**src/rtl/gpr_wb_pkg.sv**
```systemverilog
`default_nettype none
// ============================================================================
// Module   : gpr_wb_pkg
// Purpose  : Shared sizes, requester encodings and round-robin pointer type
//            for the GPR write-back scheduler.
// Config   : GPR_WB_FWD_EN (optional write-stage forwarding, see top)
// Revision : 1.0  initial release
// ============================================================================
package gpr_wb_pkg;

   localparam int XLEN = 32;
   localparam int NREG = 32;
   localparam int AW   = $clog2(NREG);

   // Requester identities; also the encoding of the round-robin pointer
   typedef enum logic {
      REQ_EX = 1'b0,
      REQ_LD = 1'b1
   } rr_ptr_t;

   // The requester that gets priority after the given one wins a contended cycle
   function automatic rr_ptr_t rr_other(input rr_ptr_t p);
      return (p == REQ_EX) ? REQ_LD : REQ_EX;
   endfunction

endpackage
`default_nettype wire

```
**src/rtl/gpr_wb_if.sv**
```systemverilog
`default_nettype none
// ============================================================================
// Module   : gpr_wb_if
// Purpose  : Bundles the ALU/load write requests, the decode issue port and
//            the register-file write port of the write-back scheduler.
// Config   : GPR_WB_FWD_EN adds fwd_rs1_hit / fwd_rs2_hit
// Revision : 1.0  initial release
// ============================================================================
interface gpr_wb_if;
   import gpr_wb_pkg::*;

   logic            ex_valid;
   logic [AW-1:0]   ex_rd;
   logic [XLEN-1:0] ex_data;
   logic            ex_ready;

   logic            ld_valid;
   logic [AW-1:0]   ld_rd;
   logic [XLEN-1:0] ld_data;
   logic            ld_ready;

   logic            iss_valid;
   logic [AW-1:0]   iss_rs1;
   logic [AW-1:0]   iss_rs2;
   logic [AW-1:0]   iss_rd;
   logic            iss_wr;
   logic            iss_stall;

   logic            wr_en;
   logic [AW-1:0]   wr_addr;
   logic [XLEN-1:0] wr_data;
`ifdef GPR_WB_FWD_EN
   logic            fwd_rs1_hit;
   logic            fwd_rs2_hit;
`endif

   // Pipeline side: drives requests and issues, observes grants and writes
   modport master (
      output ex_valid, ex_rd, ex_data, input ex_ready,
      output ld_valid, ld_rd, ld_data, input ld_ready,
      output iss_valid, iss_rs1, iss_rs2, iss_rd, iss_wr, input iss_stall,
      input  wr_en, wr_addr, wr_data
`ifdef GPR_WB_FWD_EN
      , input fwd_rs1_hit, fwd_rs2_hit
`endif
   );

   // Scheduler side
   modport slave (
      input ex_valid, ex_rd, ex_data, output ex_ready,
      input ld_valid, ld_rd, ld_data, output ld_ready,
      input iss_valid, iss_rs1, iss_rs2, iss_rd, iss_wr, output iss_stall,
      output wr_en, wr_addr, wr_data
`ifdef GPR_WB_FWD_EN
      , output fwd_rs1_hit, fwd_rs2_hit
`endif
   );

endinterface
`default_nettype wire

```
**src/rtl/gpr_scoreboard.sv**
```systemverilog
`default_nettype none
// ============================================================================
// Module   : gpr_scoreboard
// Purpose  : Per-register busy bits for writes still in flight, plus the
//            RAW/WAW hazard check that stalls issue.
// Config   : forwarding hits arrive as inputs (tied low when not built)
// Revision : 1.0  initial release
// ============================================================================
module gpr_scoreboard
   import gpr_wb_pkg::*;
(
   input  logic          clk2,
   input  logic          rst,
   input  logic          iss_valid,
   input  logic [AW-1:0] iss_rs1,
   input  logic [AW-1:0] iss_rs2,
   input  logic [AW-1:0] iss_rd,
   input  logic          iss_wr,
   input  logic          clr_en,
   input  logic [AW-1:0] clr_addr,
   input  logic          fwd_rs1_hit,
   input  logic          fwd_rs2_hit,
   output logic          iss_stall
);

   logic [NREG-1:0] busy;
   logic [NREG-1:0] busy_nxt;
   logic [NREG-1:0] set_vec;
   logic [NREG-1:0] clr_vec;
   logic            set_en;

   // Hazard compare on registered busy only; a forwarded source is not a hazard
   always_comb begin
      iss_stall = iss_valid & ((busy[iss_rs1] & ~fwd_rs1_hit) |
                               (busy[iss_rs2] & ~fwd_rs2_hit) |
                               (iss_wr & busy[iss_rd]));
      set_en    = iss_valid & ~iss_stall & iss_wr & (iss_rd != '0);
   end

   // Next busy vector: a new issue wins over a same-cycle write of a non-busy rd; x0 never busy
   always_comb begin
      set_vec  = set_en ? (NREG'(1) << iss_rd) : '0;
      clr_vec  = clr_en ? (NREG'(1) << clr_addr) : '0;
      busy_nxt = ((busy & ~clr_vec) | set_vec) & ~NREG'(1);
   end

   // Busy register
   always_ff @(posedge clk2) begin
      if (rst) begin
         busy <= '0;
      end else begin
         busy <= busy_nxt;
      end
   end

endmodule
`default_nettype wire

```
**src/rtl/gpr_wb_sched.sv**
```systemverilog
`default_nettype none
// ============================================================================
// Module   : gpr_wb_sched
// Purpose  : Round-robin share of the GPR write port between the ALU (ex)
//            and load (ld) paths, registered write stage, issue scoreboard.
// Config   : `define GPR_WB_FWD_EN to expose write-stage forwarding hits and
//            let a hit source bypass the busy stall.
// Revision : 1.0  initial release
// ============================================================================
module gpr_wb_sched
   import gpr_wb_pkg::*;
(
   input  logic     clk2,
   input  logic     rst,
   gpr_wb_if.slave  bus
);

   rr_ptr_t         rr_ptr;
   rr_ptr_t         rr_ptr_nxt;
   logic            gnt_ex;
   logic            gnt_ld;
   logic            gnt_any;
   logic [AW-1:0]   gnt_rd;
   logic [XLEN-1:0] gnt_data;
   logic            wr_en_q;
   logic [AW-1:0]   wr_addr_q;
   logic [XLEN-1:0] wr_data_q;
   logic            fwd_hit1;
   logic            fwd_hit2;

   // Round-robin pointer register
   always_ff @(posedge clk2) begin
      if (rst) begin
         rr_ptr <= REQ_EX;
      end else begin
         rr_ptr <= rr_ptr_nxt;
      end
   end

   // Pointer only moves when both requesters contend
   always_comb begin
      rr_ptr_nxt = (bus.ex_valid & bus.ld_valid) ? rr_other(rr_ptr) : rr_ptr;
   end

   // Grant decode and winning payload select
   always_comb begin
      gnt_ex   = bus.ex_valid & (~bus.ld_valid | (rr_ptr == REQ_EX));
      gnt_ld   = bus.ld_valid & (~bus.ex_valid | (rr_ptr == REQ_LD));
      gnt_any  = gnt_ex | gnt_ld;
      gnt_rd   = gnt_ex ? bus.ex_rd   : bus.ld_rd;
      gnt_data = gnt_ex ? bus.ex_data : bus.ld_data;
   end

   assign bus.ex_ready = gnt_ex;
   assign bus.ld_ready = gnt_ld;

   // Write stage: x0 grants are consumed without enabling the GPR write
   always_ff @(posedge clk2) begin
      if (rst) begin
         wr_en_q   <= 1'b0;
         wr_addr_q <= '0;
         wr_data_q <= '0;
      end else if (gnt_any) begin
         wr_en_q   <= (gnt_rd != '0);
         wr_addr_q <= gnt_rd;
         wr_data_q <= gnt_data;
      end else begin
         wr_en_q   <= 1'b0;
      end
   end

   assign bus.wr_en   = wr_en_q;
   assign bus.wr_addr = wr_addr_q;
   assign bus.wr_data = wr_data_q;

`ifdef GPR_WB_FWD_EN
   assign fwd_hit1 = wr_en_q & (wr_addr_q == bus.iss_rs1) & (bus.iss_rs1 != '0);
   assign fwd_hit2 = wr_en_q & (wr_addr_q == bus.iss_rs2) & (bus.iss_rs2 != '0);
   assign bus.fwd_rs1_hit = fwd_hit1;
   assign bus.fwd_rs2_hit = fwd_hit2;
`else
   assign fwd_hit1 = 1'b0;
   assign fwd_hit2 = 1'b0;
`endif

   gpr_scoreboard u_scoreboard (
      .clk2        (clk2),
      .rst         (rst),
      .iss_valid   (bus.iss_valid),
      .iss_rs1     (bus.iss_rs1),
      .iss_rs2     (bus.iss_rs2),
      .iss_rd      (bus.iss_rd),
      .iss_wr      (bus.iss_wr),
      .clr_en      (gnt_any & (gnt_rd != '0)),
      .clr_addr    (gnt_rd),
      .fwd_rs1_hit (fwd_hit1),
      .fwd_rs2_hit (fwd_hit2),
      .iss_stall   (bus.iss_stall)
   );

endmodule
`default_nettype wire

```
**src/flat_wrapper.sv**
```systemverilog
// flat-port wrapper written by rule: the top's interface ports become plain ports
module gpr_wb_sched_flat import gpr_wb_pkg::*;
  (clk2, rst, bus_ex_valid, bus_ex_rd, bus_ex_data, bus_ex_ready, bus_ld_valid, bus_ld_rd, bus_ld_data, bus_ld_ready, bus_iss_valid, bus_iss_rs1, bus_iss_rs2, bus_iss_rd, bus_iss_wr, bus_iss_stall, bus_wr_en, bus_wr_addr, bus_wr_data);
  gpr_wb_if bus_i ();
  input  logic clk2;
  input  logic rst;
  input wire logic [$bits(bus_i.ex_valid)-1:0] bus_ex_valid;
  input wire logic [$bits(bus_i.ex_rd)-1:0] bus_ex_rd;
  input wire logic [$bits(bus_i.ex_data)-1:0] bus_ex_data;
  output wire logic [$bits(bus_i.ex_ready)-1:0] bus_ex_ready;
  input wire logic [$bits(bus_i.ld_valid)-1:0] bus_ld_valid;
  input wire logic [$bits(bus_i.ld_rd)-1:0] bus_ld_rd;
  input wire logic [$bits(bus_i.ld_data)-1:0] bus_ld_data;
  output wire logic [$bits(bus_i.ld_ready)-1:0] bus_ld_ready;
  input wire logic [$bits(bus_i.iss_valid)-1:0] bus_iss_valid;
  input wire logic [$bits(bus_i.iss_rs1)-1:0] bus_iss_rs1;
  input wire logic [$bits(bus_i.iss_rs2)-1:0] bus_iss_rs2;
  input wire logic [$bits(bus_i.iss_rd)-1:0] bus_iss_rd;
  input wire logic [$bits(bus_i.iss_wr)-1:0] bus_iss_wr;
  output wire logic [$bits(bus_i.iss_stall)-1:0] bus_iss_stall;
  output wire logic [$bits(bus_i.wr_en)-1:0] bus_wr_en;
  output wire logic [$bits(bus_i.wr_addr)-1:0] bus_wr_addr;
  output wire logic [$bits(bus_i.wr_data)-1:0] bus_wr_data;
  assign bus_i.ex_valid = bus_ex_valid;
  assign bus_i.ex_rd = bus_ex_rd;
  assign bus_i.ex_data = bus_ex_data;
  assign bus_ex_ready = bus_i.ex_ready;
  assign bus_i.ld_valid = bus_ld_valid;
  assign bus_i.ld_rd = bus_ld_rd;
  assign bus_i.ld_data = bus_ld_data;
  assign bus_ld_ready = bus_i.ld_ready;
  assign bus_i.iss_valid = bus_iss_valid;
  assign bus_i.iss_rs1 = bus_iss_rs1;
  assign bus_i.iss_rs2 = bus_iss_rs2;
  assign bus_i.iss_rd = bus_iss_rd;
  assign bus_i.iss_wr = bus_iss_wr;
  assign bus_iss_stall = bus_i.iss_stall;
  assign bus_wr_en = bus_i.wr_en;
  assign bus_wr_addr = bus_i.wr_addr;
  assign bus_wr_data = bus_i.wr_data;
  gpr_wb_sched u_core (.clk2(clk2), .rst(rst), .bus(bus_i));
endmodule
```
**config.mk**
```make
export PLATFORM = sky130hd
export DESIGN_NAME = gpr_wb_sched_flat
export DESIGN_NICKNAME = d
export VERILOG_FILES = /design/src/rtl/gpr_wb_pkg.sv /design/src/rtl/gpr_wb_if.sv /design/src/rtl/gpr_scoreboard.sv /design/src/rtl/gpr_wb_sched.sv /design/src/flat_wrapper.sv
export SDC_FILE = /design/constraint.sdc
export NUM_CORES = 1
export LEC_CHECK = 0
export ABC_AREA = 0
export CAP_MARGIN = 20
export CELL_PAD_IN_SITES_DETAIL_PLACEMENT = 1
export CELL_PAD_IN_SITES_GLOBAL_PLACEMENT = 1
export CORE_MARGIN = 8
export CORE_UTILIZATION = 34
export DETAILED_ROUTE_END_ITERATION = 10
export PLACE_DENSITY = 0.78
export SETUP_SLACK_MARGIN = 0.5
export SYNTH_ARGS = -nofsm -noshare
export SYNTH_HDL_FRONTEND = slang
export SYNTH_SLANG_ARGS = --single-unit
export TNS_END_PERCENT = 10
```
**constraint.sdc**
```tcl
create_clock -name clk2 -period 3 [get_ports clk2]
set_input_delay 0.6 -clock clk2 [delete_from_list [all_inputs] [get_ports clk2]]
set_output_delay 0.6 -clock clk2 [all_outputs]
set_load 0.02 [all_outputs]
```
Yosys cells after proc, flatten, opt, wreduce, memory -nomap -nowiden --
Index checks and enable logic that the tools add are counted.
Storage, ports and cells: bits in registers 71, output and inout bits 41, word-level logic and storage cells 47, input port bits 95
Operators by class: reductions and logical operators 3, mux-type cells 11, $lt $le $gt $ge 3, shift operators 2, bitwise gates (word level) 22
Operator list (count):
- 2-to-1 mux 32 bit | 3
- left shift 1 x 5 -> 32 bit, first input constant | 2
- AND 32 bit | 1
- inverter 32 bit | 1
- OR 32 bit | 1
- < comparator 5 x 6 -> 1 bit, second input constant | 3
- binary-select mux 1 bit (select 5 bit) | 3
- nonzero test 5 bit | 2
- AND 1 bit | 9
- 2-to-1 mux 5 bit | 1
- inverter 1 bit | 5
- OR 1 bit | 5
- 2-to-1 mux 1 bit | 4
- OR reduction 2 bit | 1

Logic depth before layout (Yosys ltp) --
depth after elaboration 11, mapped depth 10, mapped depth without buffers 7

Cells and area by module --
Synthesis repeated with hierarchy kept, for this count alone.
Second synthesis, totals: cell total of the unflattened synthesis 542, area, all modules 5069.9 sq um
Modules (own cells, without submodules):
- gpr_wb_sched | times used 1, cells an instance 267, area each 2618.8 sq um, seq. area each 780.7 sq um
- gpr_scoreboard | times used 1, cells an instance 275, area each 2451.1 sq um, seq. area each 620.6 sq um

Worst setup path after synthesis --
Ideal clock, no wire load.
path type input to output, start input port bus_iss_rd[1], end output port bus_iss_stall, slack 346 ps, data arrival time 2054 ps, path buffers 2, required time 2400 ps, cell stages on the path 8, cells stage by stage buf_2 -> buf_4 -> mux2i_1 -> a22oi_1 -> o211ai_1 -> and4_1 -> nand2b_1 -> a31oi_1
Between the ends: cells in the longest elaborated chain, start to end 5
RTL lines:
- start, declared | RTL line flat_wrapper.sv:18 | input wire logic [$bits(bus_i.iss_rd)-1:0] bus_iss_rd;
- binary-select mux 1 bit (select 5 bit) | RTL line gpr_scoreboard.sv:36 | (iss_wr & busy[iss_rd]));
- 2-to-1 mux 1 bit (not written as such) | RTL line gpr_scoreboard.sv:36
- AND 1 bit | RTL line gpr_scoreboard.sv:36
- OR 1 bit | RTL line gpr_scoreboard.sv:35 | (busy[iss_rs2] & ~fwd_rs2_hit) |
- AND 1 bit | RTL line gpr_scoreboard.sv:34 | iss_stall = iss_valid & ((busy[iss_rs1] & ~fwd_rs1_hit) |
- end, declared | RTL line flat_wrapper.sv:20 | output wire logic [$bits(bus_i.iss_stall)-1:0] bus_iss_stall;
No other way between the ends. The select of a mux whose other input is x is not followed.

Final worst setup path --
start input port bus_iss_rs2[0], end output port bus_iss_stall
Between the ends: cells in the longest elaborated chain, start to end 5
RTL lines:
- start, declared | RTL line flat_wrapper.sv:17 | input wire logic [$bits(bus_i.iss_rs2)-1:0] bus_iss_rs2;
- binary-select mux 1 bit (select 5 bit) | RTL line gpr_scoreboard.sv:35
- 2-to-1 mux 1 bit (not written as such) | RTL line gpr_scoreboard.sv:35
- OR 1 bit | RTL line gpr_scoreboard.sv:34
- OR 1 bit | RTL line gpr_scoreboard.sv:35
- AND 1 bit | RTL line gpr_scoreboard.sv:34
No other way between the ends. The select of a mux whose other input is x is not followed.

==> metrics.txt <==
status=finished, final reports clean; H-Tree Depth=3; classification of the worst-slack hold path=register to register; first-pass GRT wire length=29000 microns; layout cells sized above 1=0.187; CP max FO=4; placed insts=815; Seq/Total Area, Yosys=0.331; Peak VDD IR=0.223 mV; clk sinks=70; final setup vio count=0; Final Cycle Share=0.927; vias per cell=5.80; # DRC=0; row count=40; Post-synth EDFFs=0; synth warn=0; DIE AREA=0.0163 sq mm; fin crit period=2.78 ns; WL final=19000 microns; clock-pin slew on the worst setup and hold paths=0.06 ns; Clock Skews=0.00988 ns; final non-filler cell total=841; max-slew violations=0; Peak Freq=0.360 GHz; GRT Resource Usage Total=0.228; CTS Root Cell=clkbuf_16; Final ANT Viol Nets=0; first-iteration detailed-routing DRC count=312; PD cells=432 mW/mm^2; Worst Max-Slew Pin Slew=0.970 ns; RSZ-0062 raised after global routing=true; Nets=763; core area=0.0121 sq mm; Synth Instances=509; die span in x=128 microns; Netlist Area Pre-Place=0.00423 sq mm; Leak=2.61 nW; global route overflow=0; Worst setup SP type=primary input; most frequent cells in the layout=clkdlybuf4s50_1 (117), nand2_1 (96), dfxtp_1 (70), nor2_1 (53), buf_4 (50); CTS Buffer Depth=2; total of max-cap violations=0; Cell variety after synth=56; Avg Cell Area, Syn=8.31 sq um; Data required, critical path=2.40 ns; Port Buf Inserts=135; Ant. Diodes=0; die height=128 microns; Layout area overhead=53.2%; via count=4877; main flop type after synthesis=dfxtp_1; ys async rst share=0; vias in the first global route=5253; worst skew pair latency=0.33 ns; TritonCTS buffer count=9; Fin Hold WS=0.483 ns; CTS tree=done; largest net degree at the start of global routing=66; Synth Net Count=604; Initial Utilization=0.351; drt pass-1 iters=5; Ports=136; Routed WL per cell=22.6 microns; Final Hold Vio Count=0; routability cong.=0.926; Critical Path AT=2.18 ns; post-DP HPWL=14100 microns; most common cell after layout, fill and taps aside=clkdlybuf4s50_1; Worst setup EP type=primary output; initial antenna violation count=2; Yosys reg bits=70; Worst slew margin=0.352; WS Path Type=primary input to primary output
-- layout make-up --
cell class | count | area [sq um]
clock inverter | 3 | 42.5
inverter | 9 | 33.8
multi-input combinational | 384 | 2710
sequential | 70 | 1400
fill | 1409 | 5580
clock buffer | 13 | 260
timing repair buffer | 194 | 1830
tap | 168 | 210
-- critical path: stages --
cell and delay [ns]:
buf_6 0.08, buf_6 0.11, mux4_2 0.52, nor2b_2 0.16
nor4_2 0.07, nor4_4 0.36, a31oi_4 0.13, buf_6 0.15
-- where the power goes --
| group | internal (W) | switching, W |
|---|---|---|
| registers | 0.000979 | 0.0000297 |
| clock network | 0.000688 | 0.000402 |
| logic | 0.000333 | 0.000365 |
| total | 0.00200 | 0.000797 |
-- path summary, 6_finish.rpt --
path	from	to	slack (ns)	cells after the start
worst max register to register	u_core.u_scoreboard.busy[5]$_SDFF_PP0_	u_core.u_scoreboard.busy[19]$_SDFF_PP0_	0.58	9
worst min register to register	u_core.bus.wr_data[22]$_SDFFE_PP0N_	u_core.bus.wr_data[22]$_SDFFE_PP0N_	0.48	2
worst min-delay path	u_core.bus.wr_data[22]$_SDFFE_PP0N_	u_core.bus.wr_data[22]$_SDFFE_PP0N_	0.48	2
worst max-delay path	bus_iss_rs2[0]	bus_iss_stall	0.22	8
-- per-layer routing --
metal / vias to the layer above / wire length (microns) / GRT usage
met1: 2406 / 7900 / 0.267
met4: 4 / 566 / 0.0966
met5: - / 23 / 0
met2: 198 / 9100 / 0.380
li1: 2226 / - / -
met3: 43 / 1450 / 0.0661
-- state kept, by name, summed over array words and instances, names as in the netlist --
signal / cells
u_core.bus.wr_addr: 5
u_core.rr_ptr: 1
u_core.bus.wr_en: 1
u_core.bus.wr_data: 32
u_core.u_scoreboard.busy: 31
-- what timing repair did --
item | 4_1_cts | 5_1_grt
endpoints found under the hold margin | 0 | 0
hold buffers | 0 | 0
endpoints found under the setup margin | 35 | 25
cloned | 1 | 1
pin swaps | 7 | 3
resized for setup | 68 | 6
buffers inserted | 6 | 2
-- through the flow --
| stage | area (sq um) | util | TNS (ns) | worst slack (ns) | total power (W) |
|---|---|---|---|---|---|
| finish | 6480 | 0.537 | 0 | 0.219 | 0.00280 |
| global route | 6480 | 0.537 | 0 | 0.185 | 0.00290 |
| CTS | 6420 | 0.533 | 0 | 0.283 | 0.00280 |
| detailed placement | 5970 | 0.495 | -4.67 | -0.701 | 0.00169 |
| global placement | 5970 | 0.495 | -1.85 | -0.610 | 0.00167 |
| floorplan | 4260 | - | 0 | 0.505 | 0.00133 |
-- synthesized netlist by cell type (3+ instances only) --
| library cell | number | area share |
|---|---|---|
| mux2i_1 | 27 | 0.064 |
| o211ai_1 | 4 | 0.0071 |
| and4_1 | 3 | 0.0062 |
| nor3b_1 | 4 | 0.0071 |
| buf_4 | 4 | 0.0071 |
| and3_1 | 3 | 0.0044 |
| a31oi_1 | 7 | 0.010 |
| or2_2 | 3 | 0.0044 |
| clkbuf_1 | 27 | 0.024 |
| nand3b_1 | 5 | 0.0089 |
| buf_2 | 5 | 0.0059 |
| a32o_1 | 6 | 0.014 |
| dfxtp_1 | 70 | 0.33 |
| a31o_1 | 10 | 0.021 |
| o21ai_0 | 5 | 0.0059 |
| a22oi_1 | 4 | 0.0071 |
| a31o_2 | 6 | 0.012 |
| inv_1 | 9 | 0.0080 |
| nor4b_1 | 3 | 0.0062 |
| nor4_1 | 4 | 0.0059 |
| a41o_1 | 8 | 0.019 |
| mux4_2 | 5 | 0.027 |
| nor2b_1 | 11 | 0.016 |
| mux2_2 | 8 | 0.021 |
| a311oi_1 | 36 | 0.075 |
| o311a_1 | 17 | 0.040 |
| nand2b_1 | 9 | 0.013 |
| nor2_1 | 53 | 0.047 |
| a21oi_1 | 11 | 0.013 |
| buf_1 | 7 | 0.0062 |
| o211a_1 | 3 | 0.0071 |
| nor3_1 | 4 | 0.0047 |
| nand2_1 | 96 | 0.085 |
-- cell families after synthesis --
logic type,synth area share
flip-flops,0.331
AND/OR/NAND/NOR,0.229
multiplexers,0.114
buffers and inverters,0.0612
XOR/XNOR,0.00207
AO/OA/AOI/OAI,0.262
Note: power is estimated with default switching activity, not from simulation.
